**src/rtl/mul_div_unit.sv**
```systemverilog
`default_nettype none
// ============================================================================
//  Module   : mul_div_unit
//  Purpose  : Iterative WIDTH-bit multiply / divide unit placed after the
//             register file. Computes MUL (low half), UDIV or SDIV over a
//             fixed latency and issues a one-cycle write-back request.
//  Revision : 1.0  initial release
// ----------------------------------------------------------------------------
//  Ports
//    clk     in   rising-edge clock
//    rst_n   in   asynchronous active-low reset
//    start   in   request, sampled only while idle
//    op      in   00 MUL, 01 UDIV, 10 SDIV, 11 reserved (result 0)
//    a       in   operand 1 (multiplicand / dividend)
//    b       in   operand 2 (multiplier / divisor)
//    rd_in   in   destination register index
//    busy    out  high from accept until the done cycle ends
//    done    out  one-cycle completion pulse
//    result  out  computed value, held until overwritten by the next op
//    wr_rd   out  latched destination index
//    wr_en   out  write-back strobe, suppressed for register 31 (XZR)
// ============================================================================
module mul_div_unit #(
    parameter int WIDTH = 64
) (
    input  logic             clk,
    input  logic             rst_n,
    input  logic             start,
    input  logic [1:0]       op,
    input  logic [WIDTH-1:0] a,
    input  logic [WIDTH-1:0] b,
    input  logic [4:0]       rd_in,
    output logic             busy,
    output logic             done,
    output logic [WIDTH-1:0] result,
    output logic [4:0]       wr_rd,
    output logic             wr_en
);

    localparam int         CNT_W     = $clog2(WIDTH);
    localparam logic [1:0] c_OP_MUL  = 2'b00;
    localparam logic [1:0] c_OP_UDIV = 2'b01;
    localparam logic [1:0] c_OP_SDIV = 2'b10;
    localparam logic [4:0] c_XZR     = 5'd31;

    typedef enum logic [1:0] {
        S_IDLE = 2'd0,
        S_RUN  = 2'd1,
        S_DONE = 2'd2
    } state_t;

    state_t             r_state;
    state_t             w_state_nxt;

    logic [1:0]         r_op;
    logic [WIDTH-1:0]   r_x;      // multiplier (shifts right) / dividend (shifts left)
    logic [WIDTH-1:0]   r_y;      // multiplicand (shifts left) / divisor (fixed)
    logic [WIDTH-1:0]   r_acc;    // product accumulator / quotient
    logic [WIDTH-1:0]   r_rem;    // partial remainder (always < divisor)
    logic [CNT_W-1:0]   r_cnt;
    logic               r_prep;   // first RUN cycle: operand conditioning
    logic               r_neg;
    logic               r_dz;

    logic [WIDTH-1:0]   w_x_nxt;
    logic [WIDTH-1:0]   w_y_nxt;
    logic [WIDTH-1:0]   w_acc_nxt;
    logic [WIDTH-1:0]   w_rem_nxt;
    logic [WIDTH:0]     w_rem_sh;
    logic [WIDTH:0]     w_diff;
    logic [WIDTH-1:0]   w_final;
    logic [WIDTH-1:0]   w_x_abs;
    logic [WIDTH-1:0]   w_y_abs;

    assign w_x_abs = r_x[WIDTH-1] ? -r_x : r_x;
    assign w_y_abs = r_y[WIDTH-1] ? -r_y : r_y;

    // ------------------------------------------------------------------
    // State register
    // ------------------------------------------------------------------
    always_ff @(posedge clk or negedge rst_n) begin
        if (!rst_n) begin
            r_state <= S_IDLE;
        end else begin
            r_state <= w_state_nxt;
        end
    end

    // ------------------------------------------------------------------
    // Next-state logic. RUN lasts WIDTH+1 cycles: one conditioning cycle
    // followed by WIDTH iterations counted down from WIDTH-1 to 0.
    // ------------------------------------------------------------------
    always_comb begin
        w_state_nxt = r_state;
        case (r_state)
            S_IDLE:  if (start) w_state_nxt = S_RUN;
            S_RUN:   if (!r_prep && (r_cnt == '0)) w_state_nxt = S_DONE;
            S_DONE:  w_state_nxt = S_IDLE;
            default: w_state_nxt = S_IDLE;
        endcase
    end

    // ------------------------------------------------------------------
    // One iteration of the selected algorithm
    // ------------------------------------------------------------------
    always_comb begin
        w_rem_sh  = {r_rem, r_x[WIDTH-1]};
        w_diff    = w_rem_sh - {1'b0, r_y};
        w_acc_nxt = r_acc;
        w_x_nxt   = r_x;
        w_y_nxt   = r_y;
        w_rem_nxt = r_rem;
        w_final   = '0;

        if ((r_op == c_OP_UDIV) || (r_op == c_OP_SDIV)) begin
            // Restoring divide: a clear borrow bit means the trial fits.
            w_x_nxt = r_x << 1;
            if (!w_diff[WIDTH]) begin
                w_rem_nxt = w_diff[WIDTH-1:0];
                w_acc_nxt = {r_acc[WIDTH-2:0], 1'b1};
            end else begin
                w_rem_nxt = w_rem_sh[WIDTH-1:0];
                w_acc_nxt = {r_acc[WIDTH-2:0], 1'b0};
            end
        end else begin
            // Shift-add multiply, multiplier LSB first
            if (r_x[0]) begin
                w_acc_nxt = r_acc + r_y;
            end
            w_y_nxt = r_y << 1;
            w_x_nxt = r_x >> 1;
        end

        // Most-negative / -1 yields magnitude 2^(WIDTH-1) with equal signs,
        // so the overflow case wraps to the required value without help.
        case (r_op)
            c_OP_MUL:  w_final = w_acc_nxt;
            c_OP_UDIV: w_final = r_dz ? '0 : w_acc_nxt;
            c_OP_SDIV: w_final = r_dz ? '0 : (r_neg ? -w_acc_nxt : w_acc_nxt);
            default:   w_final = '0;
        endcase
    end

    // ------------------------------------------------------------------
    // Datapath and registered outputs
    // ------------------------------------------------------------------
    always_ff @(posedge clk or negedge rst_n) begin
        if (!rst_n) begin
            r_op   <= '0;
            r_x    <= '0;
            r_y    <= '0;
            r_acc  <= '0;
            r_rem  <= '0;
            r_cnt  <= '0;
            r_prep <= 1'b0;
            r_neg  <= 1'b0;
            r_dz   <= 1'b0;
            busy   <= 1'b0;
            done   <= 1'b0;
            wr_en  <= 1'b0;
            result <= '0;
            wr_rd  <= '0;
        end else begin
            busy  <= (w_state_nxt != S_IDLE);
            done  <= (w_state_nxt == S_DONE);
            wr_en <= (w_state_nxt == S_DONE) && (wr_rd != c_XZR);

            if ((r_state == S_IDLE) && start) begin
                r_op   <= op;
                r_x    <= a;
                r_y    <= b;
                wr_rd  <= rd_in;
                r_acc  <= '0;
                r_rem  <= '0;
                r_cnt  <= CNT_W'(WIDTH - 1);
                r_prep <= 1'b1;
            end else if (r_state == S_RUN) begin
                if (r_prep) begin
                    r_prep <= 1'b0;
                    r_dz   <= (r_y == '0);
                    r_neg  <= r_x[WIDTH-1] ^ r_y[WIDTH-1];
                    if (r_op == c_OP_SDIV) begin
                        r_x <= w_x_abs;
                        r_y <= w_y_abs;
                    end
                end else begin
                    r_x   <= w_x_nxt;
                    r_y   <= w_y_nxt;
                    r_acc <= w_acc_nxt;
                    r_rem <= w_rem_nxt;
                    r_cnt <= r_cnt - CNT_W'(1);
                    if (r_cnt == '0) begin
                        result <= w_final;
                    end
                end
            end
        end
    end

endmodule
`default_nettype wire

```
**config.mk**
```make
export PLATFORM = sky130hd
export DESIGN_NAME = mul_div_unit
export DESIGN_NICKNAME = d
export VERILOG_FILES = /design/src/rtl/mul_div_unit.sv
export SDC_FILE = /design/constraint.sdc
export NUM_CORES = 1
export LEC_CHECK = 0
export ABC_AREA = 1
export CAP_MARGIN = 20
export CORE_MARGIN = 2
export CORE_UTILIZATION = 55
export DETAILED_ROUTE_END_ITERATION = 8
export PLACE_DENSITY = 0.75
export SKIP_CTS_REPAIR_TIMING = 1
export SYNTH_ARGS = -nofsm -noshare
export SYNTH_HDL_FRONTEND = slang
export SYNTH_SLANG_ARGS = --single-unit
export TNS_END_PERCENT = 100
```
**constraint.sdc**
```tcl
create_clock -name clk -period 10.4 [get_ports clk]
set_input_delay 1.56 -clock clk [delete_from_list [all_inputs] [get_ports clk]]
set_output_delay 1.56 -clock clk [all_outputs]
set_load 0.01 [all_outputs]
```
==> summary.txt <==
STA
  – Final hold violation count: 0
  – Clock skew: 19.9 ps
  – Minimum clock period: 6260 ps
  – FMAX: 160 MHz
  – Slew HR: 0.275
  – Worst-Margin Slew: around 1100 ps
  – Final Max Tran Viols: 0
  – RSZ-0062 raised after global routing: no
  – Tcrit/Tclk final: 0.602
  – Setup TNS: 0 ps
  – Final Setup Violations: 0

Synthesis
  – Post-synth ARST share: 1.00
  – Compound-Gate Fraction of Synth Area: 0.217
  – Number of enable flip-flop cells after synthesis: 0
  – Synth Area in Adders: 0.0523
  – Unique cell type count in the Yosys netlist: 67
  – Mapped Area: 0.0331 mm2
  – Mux contribution to synthesized area: 0
  – Synth Area in XOR/XNOR: 0.0196
  – Ys flop type: dfrtp_1
  – Synth warnings: 0
  – Synth Net Count: between 5000 and 6000
  – Largest family of logic cells by synthesized area: simple AND/OR/NAND/NOR gates
  – Post-synthesis simple-gate area fraction: 0.334
  – #FFs+latches synth: 341
  – Synth Area per Inst: 6.21 um2
  – Post-synthesis sequential area ratio: 0.258
  – Cell count after synthesis: 5320

Detailed routing
  – Post-DRT Antenna Nets: 0
  – DRT iter0 DRCs: 4504
  – DRC: 0
  – Vias: 37011
  – Drt total wl: 123000 um
  – First-pass detailed-route iteration total: 8
  – Vias/cell: 5.95
  – Drt wl/cell: 19.7 um

Layout
  – FF/Latch Area: roughly 0.0085 mm2
  – Non-Filler Instances: 6225
  – Fillers: 5721
  – Area Growth Syn to Fin: 12.3%
  – Multi-input gate area: ~0.021 mm2
  – Final Net Count: 5689
  – Layout cell share with drive strength beyond 1: 0.0571

Die
  – Die height: 249 um
  – Num ports: 210
  – Cell Rows: 89
  – Die W: between 200 and 250 um
  – Die area: 0.0621 mm2
  – Total core area: 0.0592 mm2
  – Initial Util: 0.558

Critical path
  – CP endpoint kind: flop
  – Req. time, crit path: 10900 ps
  – Reg2reg end: result[44]
  – CP Max Fanout: around 100
  – Cell chain of the critical path: clkdlybuf4s50_1 > nand3_4 > inv_4 > buf_4 > nor2_4 > buf_4 > inv_1 > nor2_1 > nor2_1 > inv_1 > nor2_1 > a21oi_4 > buf_4 > a221oi_1 > a22oi_1
  – Critical Path AT: 6760 ps
  – Max incr delay on CP: 860 ps
  – CP Class: primary input to flop
  – FF-to-FF Start: r_x[63]
  – Crit path launch type: primary input
  – Worst path slowest cell: buf_4
  – Crit path from: start
  – R2R Setup Slk: between 4000 and 5000 ps
  – FF-to-FF path depth: 35

Min path
  – Hold path endpoint: result[26]
  – Hold Crit Start: result[26]
  – Hold crit path type: flop to flop
  – Hold depth: 2

Place
  – Detail Placement HPWL: 93900 um
  – GPL Wtd Cong: 1.01
  – IO Port Bufs: approximately 210
  – Cell Count Post-Placement: around 6100

Global route
  – Global route overflow: 0
  – Maximum number of pins on one net before global-route repair: 162
  – Vias in the first global route: 33877
  – Initial antenna violation count: 5
  – First-pass GRT wire length: approximately 190000 um
  – Total Routing Usage GR: 0.386

Clock tree
  – CTS buffer count: 44
  – H-tree depth: 2
  – Worst-Skew Late Latency: slightly below 600 ps
  – CTS tree: done
  – Max Buffers Root-to-Sink: 3
  – Clk slew on worst S/H paths: roughly 60 ps
  – Clock sinks: 341
  – CTS root buf: clkbuf_16

Outcome
  – Status: complete, no violations

Run
  – # Max-Cap Violations: 0
[layout by cell type (no fill, tap or decap), types with 83 or more instances in the layout]
cell type,instances
dfrtp_1,339
a21oi_1,333
nor2_1,462
clkdlybuf4s50_1,208
nand2_1,1493
o211ai_1,83
ha_1,134
inv_1,798
nand3_1,293
o21ai_0,345
[Yosys cell counts, types with 10 or more instances]
library cell | instances | area share
nand2_1 | 1493 | 0.17
inv_1 | 800 | 0.091
nor2_1 | 469 | 0.053
o21ai_0 | 345 | 0.052
dfrtp_1 | 341 | 0.26
a21oi_1 | 336 | 0.051
nand3_1 | 295 | 0.045
clkbuf_1 | 135 | 0.015
ha_1 | 135 | 0.051
o211ai_1 | 83 | 0.019
o22ai_1 | 80 | 0.015
nand4_1 | 70 | 0.013
a221oi_1 | 66 | 0.017
a22oi_1 | 60 | 0.014
nor3_1 | 52 | 0.0079
a31oi_1 | 49 | 0.0093
xor2_1 | 45 | 0.012
nor2_2 | 43 | 0.0081
nand2_2 | 36 | 0.0068
o21ai_1 | 32 | 0.0048
inv_2 | 31 | 0.0035
buf_2 | 29 | 0.0044
nor4_1 | 29 | 0.0055
xnor2_1 | 29 | 0.0077
a32o_1 | 20 | 0.0061
nand3_2 | 17 | 0.0051
a22o_1 | 16 | 0.0042
o221ai_1 | 13 | 0.0034
buf_1 | 12 | 0.0014
o21bai_1 | 12 | 0.0027
nor3_2 | 11 | 0.0033
a21o_1 | 10 | 0.0023
nand3b_1 | 10 | 0.0023
[worst max path at each step]
stage	depth (start not counted)	slack (ps)	endpoint
final	15	4140	r_y[52]
after global routing	15	3850	r_y[44]
after CTS	15	4340	r_y[48]
after detailed placement	15	3750	r_y[23]
after global placement	15	3870	r_y[53]
after floorplan	37	6350	result[58]
[sequential cells by signal, summed over array words and instances, names as in the netlist]
signal	count
busy	1
r_prep	1
r_rem	64
wr_en	1
wr_rd	5
done	1
r_state	2
result	64
r_x	64
r_acc	64
r_y	64
r_dz	1
r_op	2
r_neg	1
r_cnt	6
[area by class of cell]
class	instances	area share
clock buffers	60	0.0346
multi-input cells	3957	0.557
inverters	834	0.0844
repair buffers	236	0.0623
clock inverters	19	0.00543
diodes	5	0.000337
flip-flops and latches	341	0.230
well taps	773	0.0260
[through the flow]
step	worst slack [ps]	hold slack, ps	utilization	area [um2]
final	4140	476	0.627	37100
after global routing	3850	497	0.627	37100
after CTS	4340	481	0.627	37100
after detailed placement	3750	464	0.601	35600
after global placement	3870	463	0.601	35600
after floorplan	6350	452	-	33100
[per-layer routing]
layer  GRT usage  up-vias  part of all wire
met4       0.165        0             0.046
met1       0.560    17206              0.44
met2       0.575     1752              0.42
met5           0        -                 0
met3      0.0525      273             0.095
li1            -    17780                 -
[worst max-delay path, delay by kind of cell]
family / cells / cell delay [ps]
AO/OA/AOI/OAI: 3 / 670
buffers and inverters: 7 / 3270
AND/OR/NAND/NOR: 5 / 1070
[kinds of logic after synthesis]
kind of cell / count (synthesis)
xor gates and xnor gates: 74
adders and majority gates: 137
DFF: 341
buffers and inverters: 1022
AOI/OAI and AO/OA: 1180
and+or+nand+nor: 2566
Power is not shown: default switching activity piles up to over one toggle a cycle in this logic, so the estimate is an artifact.
